[src/rtl/hit_judge_if.sv]
// Button/metronome inputs and judgement outputs of the hit_judge lane checker.
interface hit_judge_if #(
  parameter int LANES   = 4,
  parameter int COMBO_W = 8
);
  logic [LANES-1:0]   btn;
  logic               window;
  logic [LANES-1:0]   arrow;
  logic               judge_valid;
  logic [1:0]         judge_grade;
  logic [COMBO_W-1:0] combo;
  logic [LANES-1:0]   pressed;

  modport master (
    output btn, window, arrow,
    input  judge_valid, judge_grade, combo, pressed
  );

  modport slave (
    input  btn, window, arrow,
    output judge_valid, judge_grade, combo, pressed
  );
endinterface

[src/rtl/hit_judge.sv]
// Judges synchronised button presses against the beat's required-lane mask
// inside the metronome window; grades timing and tracks the combo count.
module hit_judge #(
  parameter int LANES          = 4,
  parameter int SYNC_STAGES    = 2,
  parameter int PERFECT_CYCLES = 5000000,
  parameter int TIMER_W        = 26,
  parameter int COMBO_W        = 8
) (
  input logic        clk,
  input logic        rst_n,
  hit_judge_if.slave bus
);

  localparam logic [1:0] G_MISS    = 2'b00;
  localparam logic [1:0] G_WRONG   = 2'b01;
  localparam logic [1:0] G_GOOD    = 2'b10;
  localparam logic [1:0] G_PERFECT = 2'b11;
  localparam int SETTLE_W = $clog2(SYNC_STAGES + 1);

  typedef enum logic [1:0] {CLOSED, OPEN, DONE} state_t;

  function automatic logic [TIMER_W-1:0] timer_inc(input logic [TIMER_W-1:0] t);
    return (&t) ? t : t + 1'b1;
  endfunction

  // Hits extend the combo (saturating); misses and wrong presses break it.
  function automatic logic [COMBO_W-1:0] combo_next(input logic [COMBO_W-1:0] c,
                                                     input logic [1:0] grade);
    if (!grade[1]) return '0;
    return (&c) ? c : c + 1'b1;
  endfunction

  logic [SYNC_STAGES-1:0][LANES-1:0] btn_sync;
  logic [LANES-1:0]                  btn_hist;
  logic [SYNC_STAGES-1:0]            win_sync;
  logic                              win_hist;
  logic [SETTLE_W-1:0]               settle_cnt;
  logic                              win_live;
  logic [LANES-1:0]                  press_p1;
  logic                              open_p1;
  logic                              close_p1;

  logic [LANES-1:0]   btn_s;
  logic               win_s;

  assign btn_s = btn_sync[SYNC_STAGES-1];
  assign win_s = win_sync[SYNC_STAGES-1];

  // Stage p0: synchronisers, history flops and registered edge pulses.
  // win_live keeps a window already high at reset release from counting as
  // an open; it arms only after the synchronised window has been seen low.
  always_ff @(posedge clk or negedge rst_n) begin
    if (!rst_n) begin
      btn_sync   <= '0;
      btn_hist   <= '0;
      win_sync   <= '0;
      win_hist   <= 1'b0;
      settle_cnt <= '0;
      win_live   <= 1'b0;
      press_p1   <= '0;
      open_p1    <= 1'b0;
      close_p1   <= 1'b0;
    end else begin
      btn_sync <= {btn_sync[SYNC_STAGES-2:0], bus.btn};
      btn_hist <= btn_s;
      win_sync <= {win_sync[SYNC_STAGES-2:0], bus.window};
      win_hist <= win_s;
      if (settle_cnt != SETTLE_W'(SYNC_STAGES))
        settle_cnt <= settle_cnt + 1'b1;
      else if (!win_s)
        win_live <= 1'b1;
      press_p1 <= btn_s & ~btn_hist;
      open_p1  <= win_s & ~win_hist & win_live;
      close_p1 <= ~win_s & win_hist;
    end
  end

  state_t             state_q, state_d;
  logic [LANES-1:0]   target_q, target_d;
  logic [LANES-1:0]   pressed_q, pressed_d;
  logic [TIMER_W-1:0] timer_q, timer_d;
  logic               fire;
  logic [1:0]         grade_d;
  logic [LANES-1:0]   p;
  logic               judge_valid_q;
  logic [1:0]         judge_grade_q;
  logic [COMBO_W-1:0] combo_q;

  assign p = pressed_q | press_p1;

  always_comb begin
    state_d   = state_q;
    target_d  = target_q;
    pressed_d = pressed_q;
    timer_d   = timer_q;
    fire      = 1'b0;
    grade_d   = G_MISS;
    unique case (state_q)
      CLOSED: begin
        if (open_p1) begin
          target_d  = bus.arrow;
          pressed_d = press_p1;
          timer_d   = '0;
          state_d   = OPEN;
        end else if (|press_p1) begin
          fire    = 1'b1;
          grade_d = G_WRONG;
        end
      end
      OPEN: begin
        timer_d   = timer_inc(timer_q);
        pressed_d = p;
        if (|(p & ~target_q)) begin
          fire    = 1'b1;
          grade_d = G_WRONG;
          state_d = close_p1 ? CLOSED : DONE;
        end else if ((p == target_q) && (|target_q)) begin
          fire    = 1'b1;
          grade_d = (timer_q < TIMER_W'(PERFECT_CYCLES)) ? G_PERFECT : G_GOOD;
          state_d = close_p1 ? CLOSED : DONE;
        end else if (close_p1) begin
          fire    = |target_q;
          grade_d = G_MISS;
          state_d = CLOSED;
        end
      end
      DONE: begin
        if (close_p1) state_d = CLOSED;
      end
      default: state_d = CLOSED;
    endcase
  end

  // Stage p1: beat state and the registered judgement.
  always_ff @(posedge clk or negedge rst_n) begin
    if (!rst_n) begin
      state_q       <= CLOSED;
      target_q      <= '0;
      pressed_q     <= '0;
      timer_q       <= '0;
      judge_valid_q <= 1'b0;
      judge_grade_q <= 2'b00;
      combo_q       <= '0;
    end else begin
      state_q       <= state_d;
      target_q      <= target_d;
      pressed_q     <= pressed_d;
      timer_q       <= timer_d;
      judge_valid_q <= fire;
      if (fire) begin
        judge_grade_q <= grade_d;
        combo_q       <= combo_next(combo_q, grade_d);
      end
    end
  end

  assign bus.judge_valid = judge_valid_q;
  assign bus.judge_grade = judge_grade_q;
  assign bus.combo       = combo_q;
  assign bus.pressed     = pressed_q;

endmodule

[src/flat_wrapper.sv]
// flat-port wrapper written by rule: the top's interface ports become plain ports
module hit_judge_flat 
#(
  parameter int LANES          = 4,
  parameter int SYNC_STAGES    = 2,
  parameter int PERFECT_CYCLES = 5000000,
  parameter int TIMER_W        = 26,
  parameter int COMBO_W        = 8
)
  (clk, rst_n, bus_btn, bus_window, bus_arrow, bus_judge_valid, bus_judge_grade, bus_combo, bus_pressed);
  hit_judge_if #(.LANES(LANES), .COMBO_W(COMBO_W)) bus_i ();
  input logic clk;
  input logic rst_n;
  input wire logic [$bits(bus_i.btn)-1:0] bus_btn;
  input wire logic [$bits(bus_i.window)-1:0] bus_window;
  input wire logic [$bits(bus_i.arrow)-1:0] bus_arrow;
  output wire logic [$bits(bus_i.judge_valid)-1:0] bus_judge_valid;
  output wire logic [$bits(bus_i.judge_grade)-1:0] bus_judge_grade;
  output wire logic [$bits(bus_i.combo)-1:0] bus_combo;
  output wire logic [$bits(bus_i.pressed)-1:0] bus_pressed;
  assign bus_i.btn = bus_btn;
  assign bus_i.window = bus_window;
  assign bus_i.arrow = bus_arrow;
  assign bus_judge_valid = bus_i.judge_valid;
  assign bus_judge_grade = bus_i.judge_grade;
  assign bus_combo = bus_i.combo;
  assign bus_pressed = bus_i.pressed;
  hit_judge #(.LANES(LANES), .SYNC_STAGES(SYNC_STAGES), .PERFECT_CYCLES(PERFECT_CYCLES), .TIMER_W(TIMER_W), .COMBO_W(COMBO_W)) u_core (.clk(clk), .rst_n(rst_n), .bus(bus_i));
endmodule
[config.mk]
export PLATFORM = sky130hd
export DESIGN_NAME = hit_judge_flat
export DESIGN_NICKNAME = d
export VERILOG_FILES = /design/src/rtl/hit_judge_if.sv /design/src/rtl/hit_judge.sv /design/src/flat_wrapper.sv
export SDC_FILE = /design/constraint.sdc
export NUM_CORES = 1
export LEC_CHECK = 0
export ABC_AREA = 1
export CORE_MARGIN = 5
export CORE_UTILIZATION = 45
export CTS_BUF_LIST = sky130_fd_sc_hd__clkbuf_4 sky130_fd_sc_hd__clkbuf_8
export DETAILED_ROUTE_END_ITERATION = 10
export DONT_BUFFER_PORTS = 1
export SYNTH_ARGS = -nofsm -noshare
export SYNTH_HDL_FRONTEND = slang
export SYNTH_SLANG_ARGS = --single-unit
[constraint.sdc]
create_clock -name clk -period 2.55 [get_ports clk]
set_input_delay 0.51 -clock clk [delete_from_list [all_inputs] [get_ports clk]]
set_output_delay 0.51 -clock clk [all_outputs]
set_load 0.02 [all_outputs]
# After elaboration in Yosys (flattened, before gate mapping)
# Cells that the tools add are included.
[totals]
output_inout_bits = 15
wordCells = 80
inputBits = 11
register_bits = 71
[classes]
reduce_logical = 13
addsub = 3
n_mux = 28
eq_ne = 7
magnitude_cmp = 1
bitwise_logic = 11
[ops]
columns = ["operator", "count"]
rows = [
  ["$mux W26", 2],
  ["$pmux W26 S2", 1],
  ["$add A26 B1 Y26 const B", 1],
  ["$lt A26 B23 Y1 const B", 1],
  ["$reduce_and A26 Y1", 1],
  ["$mux W8", 3],
  ["$mux W2", 8],
  ["$reduce_or A4 Y1", 3],
  ["$mux W1", 9],
  ["$add A8 B1 Y8 const B", 1],
  ["$and A4 B4 Y4", 2],
  ["$not A4 Y4", 2],
  ["$pmux W4 S2", 1],
  ["$reduce_and A2 Y1", 4],
  ["$reduce_and A8 Y1", 1],
  ["$pmux W2 S3", 1],
  ["$eq A4 B4 Y1", 1],
  ["$mux W4", 1],
  ["$ne A2 B1 Y1 const B", 2],
  ["$ne A2 B2 Y1 const B", 2],
  ["$or A4 B4 Y4", 1],
  ["$pmux W2 S2", 1],
  ["$and A1 B1 Y1", 3],
  ["$not A1 Y1", 3],
  ["other kinds (8)", 8],
]

# Logic depth before layout (Yosys ltp)
# Gate-level depths: netlist of the first run.
[logic_depth]
depth_word = 10
depth_mapped = 12
mapped_depth_nobuf = 12

# Worst setup path before layout of the first run
# OpenSTA, ideal clock, no wires.
[synth_path]
path_type = "reg-to-reg"
startpoint = "register u_core.pressed_q[1] (netlist: u_core.bus.pressed[1])"
endpoint = "register u_core.combo_q[2] (netlist: u_core.bus.combo[2])"
required_ps = 2485
path_stages_with_launch = 12
setup_time_ps = 65
path_slack_ps = 756
n_path_buf = 0
t_arrival_ps = 1729
period_less_slack_ps = 1794
cell_sequence = "dfrtp_1 inv_1 nand2_1 ha_1 nand2_1 nor2_1 nand4_1 inv_1 nand2_1 nand2_2 nand2_1 nand2_1"
[synth_between]
elab_chain_cells = 10
elab_cells_between_ends = 16
cone_classes = "2 x eq/ne; 9 x mux; 2 x bitwise; 3 x reduce/logical"
[synth_lines]
columns = ["element", "line", "source"]
rows = [
  ["start, declared", "hit_judge.sv:81", "logic [LANES-1:0] pressed_q, pressed_d;"],
  ["start signal, assigned", "hit_judge.sv:148", "pressed_q <= pressed_d;"],
  ["$or A4 B4 Y4 (*)", "hit_judge.sv:90", "assign p = pressed_q | press_p1;"],
  ["$eq A4 B4 Y1", "hit_judge.sv:118", "end else if ((p == target_q) && (|target_q)) begin"],
  ["$logic_and A1 B1 Y1", "hit_judge.sv:118", ""],
  ["$mux W2", "hit_judge.sv:118", ""],
  ["$mux W2", "hit_judge.sv:114", "if (|(p & ~target_q)) begin"],
  ["$pmux W2 S2", "hit_judge.sv:99", "unique case (state_q)"],
  ["$mux W1", "hit_judge.sv:30", "if (!grade[1]) return '0;"],
  ["$mux W1", "hit_judge.sv:151", "if (fire) begin"],
  ["$ne A2 B1 Y1 (no line)", "n/a", ""],
  ["$reduce_and A2 Y1 (no line)", "n/a", ""],
  ["end signal, assigned", "hit_judge.sv:153", "combo_q <= combo_next(combo_q, grade_d);"],
  ["end, declared", "hit_judge.sv:88", "logic [COMBO_W-1:0] combo_q;"],
]
# Mark *: on every way between the ends. The rest lies on a longest branch, timed or not. The select of a mux whose other input is x is not followed.
# A chain may end at the register's enable or synchronous reset.

# Final worst setup path of the first run
[layout_path]
startpoint = "register u_core.pressed_q[0] (netlist: u_core.bus.pressed[0])"
endpoint = "register u_core.combo_q[2] (netlist: u_core.bus.combo[2])"
# The elaborated chain is that of the path after synthesis.

==> results of run 1 <==
[registers in the layout, summed over array words and instances (netlist names)]
name                    cells
u_core.timer_q             26
u_core.bus.combo            8
u_core.btn_hist             4
u_core.btn_s                4
u_core.btn_sync             4
u_core.bus.pressed          4
u_core.press_p1             4
u_core.target_q             4
u_core.bus.judge_grade      2
u_core.settle_cnt           2
u_core.state_q              2
u_core.win_sync             2
u_core.bus.judge_valid      1
u_core.close_p1             1
u_core.open_p1              1
u_core.win_hist             1
u_core.win_live             1
[worst paths after layout]
kind,endpoint,slack [ps]
hold / removal,u_core.timer_q[17]$_DFFE_PN0P_,40
hold reg to reg,u_core.win_sync[1]$_DFF_PN0_,350
min in group clk,u_core.btn_sync[1]$_DFF_PN0_,180
max in group asynchronous,u_core.timer_q[2]$_DFFE_PN0P_,2240
setup reg to reg,u_core.bus.combo[2]$_DFFE_PN0P_,490
setup / recovery,u_core.bus.combo[2]$_DFFE_PN0P_,490
[layer usage]
metal	track usage [%]	part of all wire, %	routed length, um	vias up
met3	3.44	5.8	440	10
met4	6.13	1.6	119	0
li1	-	-	-	1506
met1	22.5	49	3710	1314
met2	24.7	44	3330	67
met5	0	0	0	-
[synthesized netlist by cell type, types with 2 or more instances]
library cell / number / area [sq um]
nor3_1: 5 / 25.0
nand4_1: 4 / 25.0
nor2_4: 3 / 33.8
nand2_1: 148 / 556
nand3_1: 45 / 225
o22ai_1: 4 / 25.0
nor2_2: 2 / 12.5
o31ai_1: 2 / 15.0
nor2_1: 55 / 206
buf_1: 2 / 7.51
a21oi_1: 2 / 10.0
buf_8: 2 / 30.0
nand2_2: 11 / 68.8
inv_1: 55 / 206
xnor2_1: 4 / 35.0
o21ai_2: 16 / 140
or2_2: 4 / 25.0
dfrtp_1: 71 / 1780
o21ai_0: 9 / 45.0
xor2_1: 11 / 96.3
inv_2: 2 / 7.51
ha_1: 7 / 87.6
[cell type report]
| type | instances | area share [%] |
|---|---|---|
| well taps | 105 | 3.23 |
| clock inverters | 7 | 1.44 |
| clock buffers | 9 | 3.04 |
| inverters | 57 | 5.26 |
| flip-flops and latches | 71 | 43.7 |
| multi-input cells | 340 | 42.3 |
| repair buffers | 3 | 1.05 |
[logic make-up (layout without fill, tap and decap cells)]
kind of cell	Yosys count	after routing	share of synthesized area, %
buffers and inverters	64	76	7.41
xor gates and xnor gates	15	15	3.48
adders and majority gates	7	7	2.32
DFF	71	71	47.0
AOI/OAI and AO/OA	36	36	6.82
and+or+nand+nor	282	282	33.0
[timing repair]
item	in CTS	in global routing
resized for setup	0	0
hold buffers	1	0
endpoints found under the hold margin	71	0
[metrics by stage]
stage	std cells	util, %	hold slack [ps]	cell area, sq um
after global placement	575	47.0	217	3860
after CTS	592	49.5	42.3	4070
after detailed placement	575	47.0	218	3860
final	592	49.5	40.9	4070
after global routing	592	49.5	55.4	4070
after floorplan	475	-	214	3780
[worst reg2reg max path: cells and delay by family, from the launching register on]
family / cells / cell delay [ps]
flip-flops: 1 / 460
AND/OR/NAND/NOR: 8 / 950
buffers and inverters: 2 / 310
adder cells (fa/ha/maj): 1 / 270
[placed cells by master, fill, tap and decap left out, types with 5 or more instances in the layout]
master | Yosys | routed
clkbuf_8 | 0 | 9
dfrtp_1 | 71 | 71
ha_1 | 7 | 7
inv_1 | 55 | 55
inv_6 | 0 | 5
nand2_1 | 148 | 148
nand2_2 | 11 | 11
nand3_1 | 45 | 45
nor2_1 | 55 | 55
nor3_1 | 5 | 5
o21ai_0 | 9 | 9
o21ai_2 | 16 | 16
xor2_1 | 11 | 11
[power by group]
part / internal, mW / switching (mW)
clock: 0.370 / 0.483
sequential: 1.24 / 0.130
combinational: 0.184 / 0.407
total: 1.80 / 1.02
==> qor.yml, run 1 <==
sta:
  fmax_mhz: 485
  rsz0062_at_grt: "false"
  setup_ws_ps: 490
  worst_clock_skew_ps: 12.4
  setup_tns_ps: 0
  period_needed_ps: 2060
  maxSlewHeadroom_pct: 73.2
  slew_viol_final: 0
  finalHoldViolCount: 0
  finalCritPeriodShare_pct: 80.8
  worstMarginPinSlew_ps: 401
  setup_viol: 0
global_routing:
  grt_first_pass_wirelength_um: 13200
  grt_overflow: 0
  grt_max_degree: 72
  grtUsageTotal_pct: 16.1
  antenna_found_initial: 0
  grt_pass1_vias: 2758
clocking:
  clock-root-buffer: "clkbuf_8"
  htree_levels: 3
  cts_buffers: 9
  cts_sinks: 71
  cts_buffer_depth: 2
  cts_tree: "yes"
  clkTransAtPathRegs_ps: 90
  postCtsSetupBuffers: 0
  insertion_delay_ps: 350
floorplan:
  die_area_sq_mm: 0.0103
  start_util_pct: 46.0
  dieWidth_um: 102
  core_area_sq_mm: 0.00822
  ios: 26
  rows: 33
  die_h_um: 102
yosys:
  ys_seq_area_share_pct: 47.0
  synth_area_sq_mm: 0.00378
  synthFlopType: "dfrtp_1"
  synth_edf_count: 0
  ys_types: 33
  syn_avg_cell_area_sq_um: 7.96
  synthCells: 475
  synth_fp_nets: 493
  synthArstFlopShare_pct: 100
  yosysWarnings: 0
  ys_ff_latch: 71
run_status:
  outcome: "finished clean"
hold_path:
  hp-class: "primary input to async pin"
power:
  vdd_drop_max_v: 0.000347
  powerDensity_mw_per_mm2: 692
  p_leak_nw: 1.92
  power_mw: 2.82
place:
  portBuffers: 0
  hpwlAfterDp_um: 5410
  globalplace.congestion: 0.863
  place_ws_ps: 507
setup_path:
  crit_top_cell: "nand2_1"
  critPathMaxFanout: 8
  required_ps: 2840
  reg2regPathDepth: 11
  path_depth: 11
  worst-setup-path-type: "flip-flop to flip-flop"
  rr_startpoint: "u_core.bus.pressed[0]$_DFFE_PN0P_"
  cp-start-kind: "flip-flop"
  cp_num_buf_inv: 2
  max_stage_delay_ps: 460
  crit_chain: "inv_1 -> nand2_1 -> ha_1 -> nand2_1 -> nor2_1 -> nand4_1 -> inv_1 -> nand2_1 -> nand2_2 -> nand2_1 -> nand2_1"
  cp.arrival_ps: 2350
  path_delay_family: "simple AND/OR/NAND/NOR gates"
  startpoint: "u_core.bus.pressed[0]$_DFFE_PN0P_"
  critPathCaptureType: "flip-flop"
  slowest_stage: "dfrtp_1"
detailed_routing:
  dr.pass1.iters: 5
  routed_wl_um: 7600
  antenna_left: 0
  vias: 2897
  drcViolationCount: 0
  drt_iter0_drc: 153
  avgViaCountPerCell: 4.89
  wl_per_cell_um: 12.8
layout:
  layout.nets: 500
  num_antenna_cells: 0
  nFillCells: 781
  multi_input_area_sq_mm: 0.00172
  synthToLayoutAreaGrowth_pct: 7.68
  drive_above_1_share_pct: 12.5
  ff_latch_area_sq_mm: 0.00178
job:
  drv_cap: 0
Note: power is estimated with default switching activity, not from simulation.
==> run 2, diff against run 1 <==
==> constraint.sdc (replaced) <==
create_clock -name clk -period 2.05 [get_ports clk]
set_input_delay 0.41 -clock clk [delete_from_list [all_inputs] [get_ports clk]]
set_output_delay 0.41 -clock clk [all_outputs]
set_load 0.02 [all_outputs]
==> qor.yml, run 2 (synthesis gave the netlist of run 1 again) <==
run_status:
  outcome: "finished clean"
floorplan:
  ios: 26
  dieWidth_um: 102
  start_util_pct: 46.0
  die_area_sq_mm: 0.0103
  rows: 33
  die_h_um: 102
  core_area_sq_mm: 0.00822
sta:
  fmax_mhz: 526
  setup_tns_ps: 0
  slew_viol_final: 0
  rsz0062_at_grt: "false"
  worstMarginPinSlew_ps: 369
  finalHoldViolCount: 0
  finalCritPeriodShare_pct: 92.8
  hold_slack_ps: 76.7
  worst_clock_skew_ps: 15.9
  setup_viol: 0
  maxSlewHeadroom_pct: 75.4
  period_needed_ps: 1900
setup_path:
  critPathMaxFanout: 36
  cp-start-kind: "flip-flop"
  cp.arrival_ps: 2150
  worst-setup-path-type: "flip-flop to flip-flop"
  critPathCaptureType: "flip-flop"
  required_ps: 2300
clocking:
  htree_levels: 3
  postCtsSetupBuffers: 0
  clkTransAtPathRegs_ps: 90
  cts_sinks: 71
  cts_buffers: 9
  cts_buffer_depth: 2
  insertion_delay_ps: 360
  clock-root-buffer: "clkbuf_8"
  cts_tree: "yes"
place:
  hpwlAfterDp_um: 5380
  portBuffers: 0
  placed_cell_area_sq_mm: 0.00392
  globalplace.congestion: 0.892
layout:
  finalInstanceArea_sq_mm: 0.00415
  final_cell_mix: "147 x nand2_1, 71 x dfrtp_1, 55 x nor2_1"
  fin_util_pct: 50.4
  regMostFlops: "u_core.timer_q"
  nFillCells: 770
  ff_latch_area_sq_mm: 0.00178
  synthToLayoutAreaGrowth_pct: 9.67
  layout.nets: 509
  drive_above_1_share_pct: 14.3
  final_common_cell: "nand2_1"
  num_antenna_cells: 0
  largest_reg_flops: 26
  multi_input_area_sq_mm: 0.00173
global_routing:
  grt_max_degree: 72
  grt_overflow: 0
  grt_pass1_vias: 2772
  grtUsageTotal_pct: 16.0
  antenna_found_initial: 0
  grt_first_pass_wirelength_um: 13000
detailed_routing:
  wl_per_cell_um: 12.5
  avgViaCountPerCell: 4.83
  vias: 2903
  antenna_left: 0
  dr.pass1.iters: 4
  routed_wl_um: 7510
  drt_iter0_drc: 165
  drcViolationCount: 0
hold_path:
  hp-class: "primary input to flip-flop"
job:
  drv_cap: 0
power:
  powerDensity_mw_per_mm2: 866
  vdd_drop_max_v: 0.000504
  p_leak_nw: 1.96
[run 2: cell count changes in the layout (fill, tap and decap cells not counted)]
cell and delta:
buf_4 +8, dlygate4sd3_1 +1, inv_1 -1, inv_2 +1, inv_6 -1, inv_8 +1
nand2_1 -1, nand2_2 +1
[run 2: area by class of cell]
class                   instances  share of cell area [%]
flip-flops and latches         71                    42.9
clock buffers                   9                    2.99
repair buffers                 12                    2.72
clock inverters                 7                    1.48
inverters                      57                    5.16
multi-input cells             340                    41.6
well taps                     105                    3.17
[run 2: final timing paths]
kind / to / cells past startpoint / start / slack, ps
worst max-delay path: u_core.timer_q[3]$_DFFE_PN0P_ / 10 / u_core.timer_q[0]$_DFFE_PN0P_ / 150
worst min-delay path: u_core.btn_sync[0]$_DFF_PN0_ / 0 / bus_btn[0] / 80
worst max register to register: u_core.timer_q[3]$_DFFE_PN0P_ / 10 / u_core.timer_q[0]$_DFFE_PN0P_ / 150
worst min register to register: u_core.win_sync[1]$_DFF_PN0_ / 0 / u_core.win_sync[0]$_DFF_PN0_ / 350
max in group asynchronous: u_core.timer_q[9]$_DFFE_PN0P_ / 2 / rst_n / 1130
min in group asynchronous: u_core.bus.combo[7]$_DFFE_PN0P_ / 2 / rst_n / 620
[run 2: timing repair]
action	in CTS	in global routing
gates resized for setup	0	2
endpoints found under the hold margin	71	71
endpoints found under the setup margin	0	6
[run 2: per-layer routing]
metal,global-route usage [%],up-vias,wire [um]
met4,5.01,0,93
met5,0,-,0
li1,-,1523,-
met1,22.2,1320,3670
met3,4.34,9,443
met2,24.4,51,3300
[run 2: stage by stage]
stage / setup WS [ps] / cells / total power [mW]
5_1_grt: 1.38 / 601 / 3.83
6_report: 147 / 601 / 3.59
2_1_floorplan: 256 / 475 / 2.36
3_5_place_dp: 150 / 583 / 2.51
4_1_cts: 127 / 599 / 3.60
3_3_place_gp: 204 / 583 / 2.49
[run 2: critical path, stage by stage (launching register included)]
cell,delay [ps]
dfrtp_1,410
ha_1,260
nand2_2,120
nor2_4,170
nand2_4,90
nor2_4,120
nand4_4,130
nand2_8,270
inv_1,120
nand2_1,70
nand2_1,40
[run 2: report_power, final]
part	internal (mW)	leakage, nW	switching [mW]
clock	0.464	0.0892	0.614
sequential	1.55	0.919	0.110
combinational	0.276	0.954	0.576
total	2.29	1.96	1.30
